<file path="config.mk">
export PLATFORM = sky130hd
export DESIGN_NAME = instruction_decode
export DESIGN_NICKNAME = d
export VERILOG_FILES = /design/src/rtl/instruction_decode.sv
export SDC_FILE = /design/constraint.sdc
export NUM_CORES = 1
export LEC_CHECK = 0
export ABC_AREA = 1
export BUFFER_PORTS_ARGS = -buffer_cell sky130_fd_sc_hd__buf_2
export CAP_MARGIN = 20
export CORE_AREA = 2 2 39 41
export CTS_CLUSTER_SIZE = 30
export DETAILED_ROUTE_END_ITERATION = 10
export DIE_AREA = 0 0 41 43
export PLACE_DENSITY = 0.8
export SYNTH_ARGS = -nofsm -noshare
export SYNTH_HDL_FRONTEND = slang
export SYNTH_SLANG_ARGS = --single-unit
</file>
<file path="constraint.sdc">
create_clock -name clk -period 1.6 [get_ports clk]
set_clock_uncertainty 0.2 [all_clocks]
set_input_delay 0.32 -clock clk [delete_from_list [all_inputs] [get_ports clk]]
set_output_delay 0.32 -clock clk [all_outputs]
set_load 0.005 [all_outputs]
</file>
<file path="src/rtl/instruction_decode.sv">
// instruction_decode: single-cycle control decoder with a sticky halt register
module instruction_decode (
    input  logic        clk,
    input  logic        rst_n,
    input  logic [15:0] Instruction,
    input  logic        C,
    input  logic        Z,
    output logic        flag_HLT,
    output logic        data_write_en,
    output logic        flag_label_PC,
    output logic        flag_Rm_PC,
    output logic        flag_Rd_PC,
    output logic        BRANCH,
    output logic        ADC,
    output logic        SUB,
    output logic        SBB,
    output logic        JMP,
    output logic        Src_ALU_B,
    output logic        Src_Read_B,
    output logic        flag_mem_RF,
    output logic        flag_ALU_RF,
    output logic        flag_Rm_RF,
    output logic        flag_PC_RF,
    output logic        LHI,
    output logic        LLI,
    output logic        RF_write_en,
    output logic        flag_OutR
);
    logic [4:0] op;
    logic [3:0] cond;
    logic [1:0] funct;
    logic       halt_q, run, taken;
    logic       alu, lhi, lli, ldr, str, cmp, addi, subi, mov, br, jmp, jal1, jal2, jr, sys;
    logic       hlt_dec;
    logic       unused_bits;
    assign op          = Instruction[15:11];
    assign cond        = Instruction[11:8];
    assign funct       = Instruction[1:0];
    assign unused_bits = ^Instruction[7:2];
    assign run         = ~halt_q;
    assign alu  = op == 5'b00000;
    assign lhi  = op == 5'b00001;
    assign lli  = op == 5'b00010;
    assign ldr  = op == 5'b00011;
    assign str  = op == 5'b00101;
    assign cmp  = op == 5'b00110;
    assign addi = op == 5'b00111;
    assign subi = op == 5'b01000;
    assign mov  = op == 5'b01011;
    assign br   = op[4:1] == 4'b1100;
    assign jmp  = op == 5'b10000;
    assign jal1 = op == 5'b10001;
    assign jal2 = op == 5'b10010;
    assign jr   = op == 5'b10011;
    assign sys  = op == 5'b11100;
    assign hlt_dec = sys & (funct == 2'b01);
    // Branch condition evaluation against the ALU flags; unlisted conditions never take
    always_comb
        taken = br & (cond == 4'h0 ? Z :
                      cond == 4'h1 ? ~Z :
                      cond == 4'h2 ? C :
                      cond == 4'h3 ? ~C :
                      cond == 4'hE);
    // Sticky halt: set by an executed HLT, released only by reset
    always_ff @(posedge clk or negedge rst_n)
        if (!rst_n)
            halt_q <= 1'b0;
        else if (hlt_dec)
            halt_q <= 1'b1;
    assign flag_HLT      = hlt_dec | halt_q;
    assign ADC           = alu & (funct == 2'b01);
    assign SUB           = (alu & (funct == 2'b10)) | cmp | subi;
    assign SBB           = alu & (funct == 2'b11);
    assign JMP           = jmp;
    assign Src_ALU_B     = ldr | str | addi | subi;
    assign Src_Read_B    = str | jr;
    assign flag_mem_RF   = ldr;
    assign flag_ALU_RF   = alu | addi | subi;
    assign flag_Rm_RF    = mov;
    assign flag_PC_RF    = jal1 | jal2;
    assign LHI           = lhi;
    assign LLI           = lli;
    // State-changing outputs are suppressed while the machine is halted
    assign RF_write_en   = run & (alu | lhi | lli | ldr | addi | subi | mov | jal1 | jal2);
    assign data_write_en = run & str;
    assign flag_OutR     = run & sys & (funct == 2'b00);
    assign BRANCH        = run & taken;
    assign flag_label_PC = run & (taken | jmp | jal1);
    assign flag_Rm_PC    = run & jal2;
    assign flag_Rd_PC    = run & jr;
endmodule

</file>
==> metrics.txt, run 1 <==
Final Setup Violations 3; Critical-path top delay cell nor2_4; largest stage delay on the critical path 0.17 ns; WP buf/inv 3; DRT Wirelength 1.47 mm; drc violations 0; syn_nets between 90 and 100; Yosys reg bits 1; FP Rows 14; Nets approximately 150; Largest register FFs 1; pre-CTS WS -0.0719 ns; vias in the first global route slightly below 600; post-layout instance area 797 um^2; Max VDD drop 0.0000973 V; Worst-Margin Slew ~0.22 ns; Vias ~680; Critical Path RT around 1.1 ns; via density per instance a little under 5; Seq/Total Area, Yosys 0.0612; fmax 616 MHz; cell chain of the critical path buf_8 > nor2_4 > nand2_4 > buf_4 > nor4_2 > buf_2; die span in y approximately 43 um; Max Cap Violations 0; Post-Syn Area between 400 and 500 um^2; CP max FO 4; Hold WC Path Type input pin to register; DRT Pass-1 Iters 4; Synth area leader nand2_1; status finished, violations left; share of the synthesized area in the top cell type 0.156; antenna-violating nets left 0; die area between 0.0015 and 0.002 mm^2; Post-DP Area between 600 and 700 um^2; Iteration-0 DRC Markers 6; startpoint types input pin; PwrDens around 210 mW/mm^2; Clock Latency Late Sink 0 ns; port bufs 33; Pleak 0.493 nW; fill count between 100 and 150; Final GP Congestion 0.777; Initial Util 0.296; Period minus WS final 1.62 ns; IO Count 40; area delta synth->final 94.8%; core footprint around 0.0014 mm^2; utilization after layout 0.576; WL per Instance 10.4 um; DIE WIDTH roughly 41 um; first-pass GRT wire length 2.15 mm; Synth Warn # 0; total track usage 0.167; clock-pin slew on the worst setup and hold paths 0 ns; violations in the final reports negative setup slack; largest net degree at the start of global routing 8; Hold Vio Cnt, Final 0; Mapped Cells between 70 and 80; antenna violations before repair 0; registers with the most flip-flops halt_q x1; worst path arrival time about 1.1 ns; worst hold slack 0.390 ns; final critical-path share of the clock period 1.01; Slew headroom 0.855; Worst path top cell family by delay buffers and inverters; total gr overflow 0; count of cell types in the netlist 17; final-report max-slew violation count 0; Biggest register halt_q; Worst setup EP type output pin; WS Path Type input pin to output pin; synthesized area per cell 5.25 um^2; top cells by area, synth nand2_1 16%, inv_1 13%, nand3_1 11%; Antenna Diode Count 0; DP Wirelength ~1.1 mm; RSZ-0062 raised after global routing yes; slack of the critical path -0.0226 ns; share of cells above drive strength 1 0.563
metal layers:
layer | vias to the layer above | track usage | routed length, um
met4 | 0 | 0.0333 | 25
met3 | 2 | 0 | 90
li1 | 346 | - | -
met2 | 25 | 0.325 | 797
met5 | - | 0 | 0
met1 | 309 | 0.185 | 559
cell type report:
class	instances	area (um^2)	area share
Inverter	16	62.6	0.0785
Multi-Input combinational cell	59	350	0.440
Sequential cell	1	25.0	0.0314
Tap cell	16	20.0	0.0251
Timing Repair Buffer	50	339	0.425
cell families (layout without fill, tap and decap cells):
| logic type | Yosys count | in the layout | synth area share |
|---|---|---|---|
| simple gates | 56 | 56 | 0.682 |
| flops | 1 | 1 | 0.0612 |
| buf+inv | 18 | 66 | 0.208 |
| compound gates | 3 | 3 | 0.0489 |
Yosys cell counts:
master     n
nand3b_1   3
nand2_1   17
nor2_1    11
o31ai_1    2
a21oi_1    1
nor3_1     3
inv_1     14
nand2_2    3
inv_4      1
dfrtp_1    1
inv_2      1
nor4_1     2
nor2_4     2
nand4_1    3
nand3_1    9
buf_6      2
nor2_2     3
layout by cell type, fill, tap and decap left out, drive strengths merged:
cell	n
a21oi	1
buf	49
dfrtp	1
dlygate4sd3	1
inv	16
nand2	20
nand3	9
nand3b	3
nand4	3
nor2	16
nor3	3
nor4	2
o31ai	2
power by group:
group | internal (mW) | switching [mW] | total [mW] | leakage, nW
Clock | 0 | 0 | 0 | 0
Sequential | 0.0258 | 0 | 0.0258 | 0.00875
Combinational | 0.0706 | 0.0712 | 0.142 | 0.484
Total | 0.0964 | 0.0712 | 0.168 | 0.493
final timing paths:
path,slack [ns],startpoint,to,cells after the start
max in group asynchronous,0.65,rst_n,halt_q,2
min,0.39,Instruction[1],halt_q,2
max,-0.02,Instruction[13],flag_Rm_PC,6
max reg2reg,0.59,halt_q,halt_q,2
min in group asynchronous,0.47,rst_n,halt_q,2
min reg2reg,0.50,halt_q,halt_q,2
stage by stage:
step	instances	setup TNS [ns]	total power [mW]
2_1_floorplan	78	0	0.0800
6_report	142	-0.0404	0.168
3_5_place_dp	138	-0.165	0.133
3_3_place_gp	138	-0.127	0.130
5_1_grt	142	-0.317	0.180
4_1_cts	141	0	0.156
what timing repair did:
| item | CTS | global route |
|---|---|---|
| setup endpoints to repair | 8 | 10 |
| setup buffers | 2 | 1 |
| hold endpoints to repair | 1 | 0 |
| resized for setup | 19 | 10 |
| pin swaps | 14 | 6 |
| hold buffers | 1 | 0 |
No activity file was read; power rests on OpenSTA's default activity.
==> run 2, diff against run 1 <==
--- a/config.mk
+++ b/config.mk
@@ -8,11 +8,10 @@
 export ABC_AREA = 1
 export BUFFER_PORTS_ARGS = -buffer_cell sky130_fd_sc_hd__buf_2
 export CAP_MARGIN = 20
-export CORE_AREA = 2 2 39 41
+export CORE_UTILIZATION = 31
 export CTS_CLUSTER_SIZE = 30
 export DETAILED_ROUTE_END_ITERATION = 10
-export DIE_AREA = 0 0 41 43
-export PLACE_DENSITY = 0.8
+export PLACE_DENSITY = 0.83
 export SYNTH_ARGS = -nofsm -noshare
 export SYNTH_HDL_FRONTEND = slang
 export SYNTH_SLANG_ARGS = --single-unit
==> constraint.sdc (replaced) <==
create_clock -name clk -period 1.3 [get_ports clk]
set_clock_uncertainty 0.2 [all_clocks]
set_input_delay 0.26 -clock clk [delete_from_list [all_inputs] [get_ports clk]]
set_output_delay 0.26 -clock clk [all_outputs]
set_load 0.005 [all_outputs]
==> metrics.txt, run 2 (synthesized netlist as in run 1, its figures left out) <==
status finished, violations left (unchanged); violations in the final reports negative setup slack (unchanged); overall power 247 uW (was 168 uW); Pleak 0.524 nW (was 0.493 nW); port bufs 33 (unchanged); Worst-Margin Slew 0.292 ns (was 0.218 ns); Worst setup EP type output pin (unchanged); grt peak-use layer met2 (unchanged); commonest non-fill, non-tap cells in the layout 26 x buf_2, 11 x nand2_1, 10 x nor2_4, 10 x buf_4, 9 x nand3_2 (was 28 x buf_2, 16 x nand2_1, 16 x buf_4); R2R depth 3 (was 2); Max VDD drop 0.000166 V (was 0.0000973 V); Hold Path End halt_q (unchanged); Reg2Reg Launch Point halt_q (unchanged); largest net degree at the start of global routing 7 (was 8); Nets 147 (was 148); M3 GR Usage 0 (unchanged); switch share 0.466 (was 0.425); clock-pin slew on the worst setup and hold paths 0 ns (about the same); core footprint 0.00117 mm^2 (was 0.00138 mm^2); via density per instance 5.05 (was 4.80); Slew headroom 0.803 (was 0.855); DRT Pass-1 Iters 4 (unchanged); area delta synth->final 129% (was 94.8%); CP max FO 6 (was 4); share of cells above drive strength 1 0.728 (was 0.563); final-report max-slew violation count 0 (unchanged); Vias 702 (was 682); worst hold slack 0.352 ns (was 0.390 ns); Max Cap Violations 0 (unchanged); Largest register FFs 1 (unchanged); Final GP Congestion 0.824 (was 0.777); antenna-violating nets left 0 (unchanged); clock network power share 0 (about the same); first-pass GRT wire length 2.27 mm (was 2.15 mm); IO Count 40 (unchanged); DP Wirelength 1.10 mm (about the same); die area 0.00147 mm^2 (was 0.00176 mm^2); DRT Wirelength 1.90 mm (was 1.47 mm); Final Setup Violations 19 (was 3); share of power burned in registers 0.128 (was 0.154); Clock Latency Late Sink 0 ns (about the same); RSZ-0062 raised after global routing yes (unchanged); Antenna Diode Count 0 (unchanged); Logic pwr share 0.872 (was 0.846); startpoint types input pin (unchanged); final critical-path share of the clock period 1.23; registers with the most flip-flops halt_q x1 (unchanged); Initial Util 0.349 (was 0.296); FP Rows 12 (was 14); total track usage 0.210 (was 0.167); worst path arrival time 1.14 ns (was 1.10 ns); vias in the first global route 549 (was 577); commonest non-fill, non-tap cell in the layout buf_2 (unchanged); Period minus WS final roughly 1.6 ns; antenna violations before repair 0 (unchanged); Biggest register halt_q (unchanged); hold depth 2 (unchanged); die span in y 38.3 um (was 43 um); HP Start Instruction[1] (unchanged); Iteration-0 DRC Markers 14 (was 6); DIE WIDTH 38.3 um (was 41 um); Hold Vio Cnt, Final 0 (unchanged); total gr overflow 0 (unchanged); post-route setup TNS -2.25 ns (was -0.0404 ns); GRT met1 Usage 0.248 (was 0.185); Hold WC Path Type input pin to register (unchanged); switching pwr 115 uW (was 71.2 uW); met2 Track Usage GR 0.436 (was 0.325); fmax 625 MHz; drc violations 0 (unchanged); P_int 132 uW (was 96.4 uW); Critical Path RT 0.84 ns (was 1.08 ns); WS Path Type input pin to output pin (unchanged); R2R setup slack 0.24 ns (was 0.59 ns); PwrDens 264 mW/mm^2 (was 210 mW/mm^2); FF-to-FF End halt_q (unchanged); WL per Instance 13.7 um (was 10.4 um); slack of the critical path -0.301 ns (was -0.0226 ns)
[run 2: metrics by stage]
step                setup slack (ns)  cell area, um^2  cells   util
global placement              -0.207              676    136  0.577
detailed placement            -0.245              676    136  0.577
floorplan                   -0.00893              418     78      -
CTS                           -0.177              863    139  0.737
global route                  -0.301              938    139  0.801
finish                        -0.301              938    139  0.801
[run 2: power groups by stage]
stage          logic (mW)  clock network [mW]  registers, mW
2_1_floorplan      0.0684                   0         0.0317
3_3_place_gp        0.126                   0         0.0317
3_5_place_dp        0.130                   0         0.0317
4_1_cts             0.188                   0         0.0317
5_1_grt             0.228                   0         0.0317
6_report            0.216                   0         0.0317
[run 2: how the worst max path moves through the flow]
stage | startpoint | end | slack (ns)
final | Instruction[12] | flag_HLT | -0.30
after global routing | Instruction[12] | flag_HLT | -0.30
after CTS | Instruction[12] | RF_write_en | -0.18
after detailed placement | Instruction[13] | RF_write_en | -0.25
after global placement | Instruction[13] | flag_Rd_PC | -0.21
after floorplan | Instruction[11] | RF_write_en | -0.009
[run 2: routing by layer]
layer | wire length [um] | up-vias
met5 | 0 | -
met4 | 31 | 0
met3 | 85 | 4
met2 | 1070 | 24
met1 | 711 | 324
li1 | - | 350
[run 2: layout make-up]
class | count | area (um^2)
inverter | 16 | 70.1
tap | 14 | 17.5
multi-input combinational | 59 | 447
sequential | 1 | 25.0
fill | 90 | 233
timing repair buffer | 49 | 379
[run 2: worst max-delay path: stages]
cell and delay (ns):
buf_12 0.12, nor2_4 0.16, nand3_2 0.14, o31ai_1 0.29, buf_2 0.18
[run 2: timing repair]
action / CTS / global route
pin swaps: 25 / 10
gates resized for setup: 50 / 20
hold buffers: 1 / 0
endpoints found under the hold margin: 1 / 0
endpoints found under the setup margin: 21 / 21
cloned: 0 / 0
setup buffers: 2 / 0
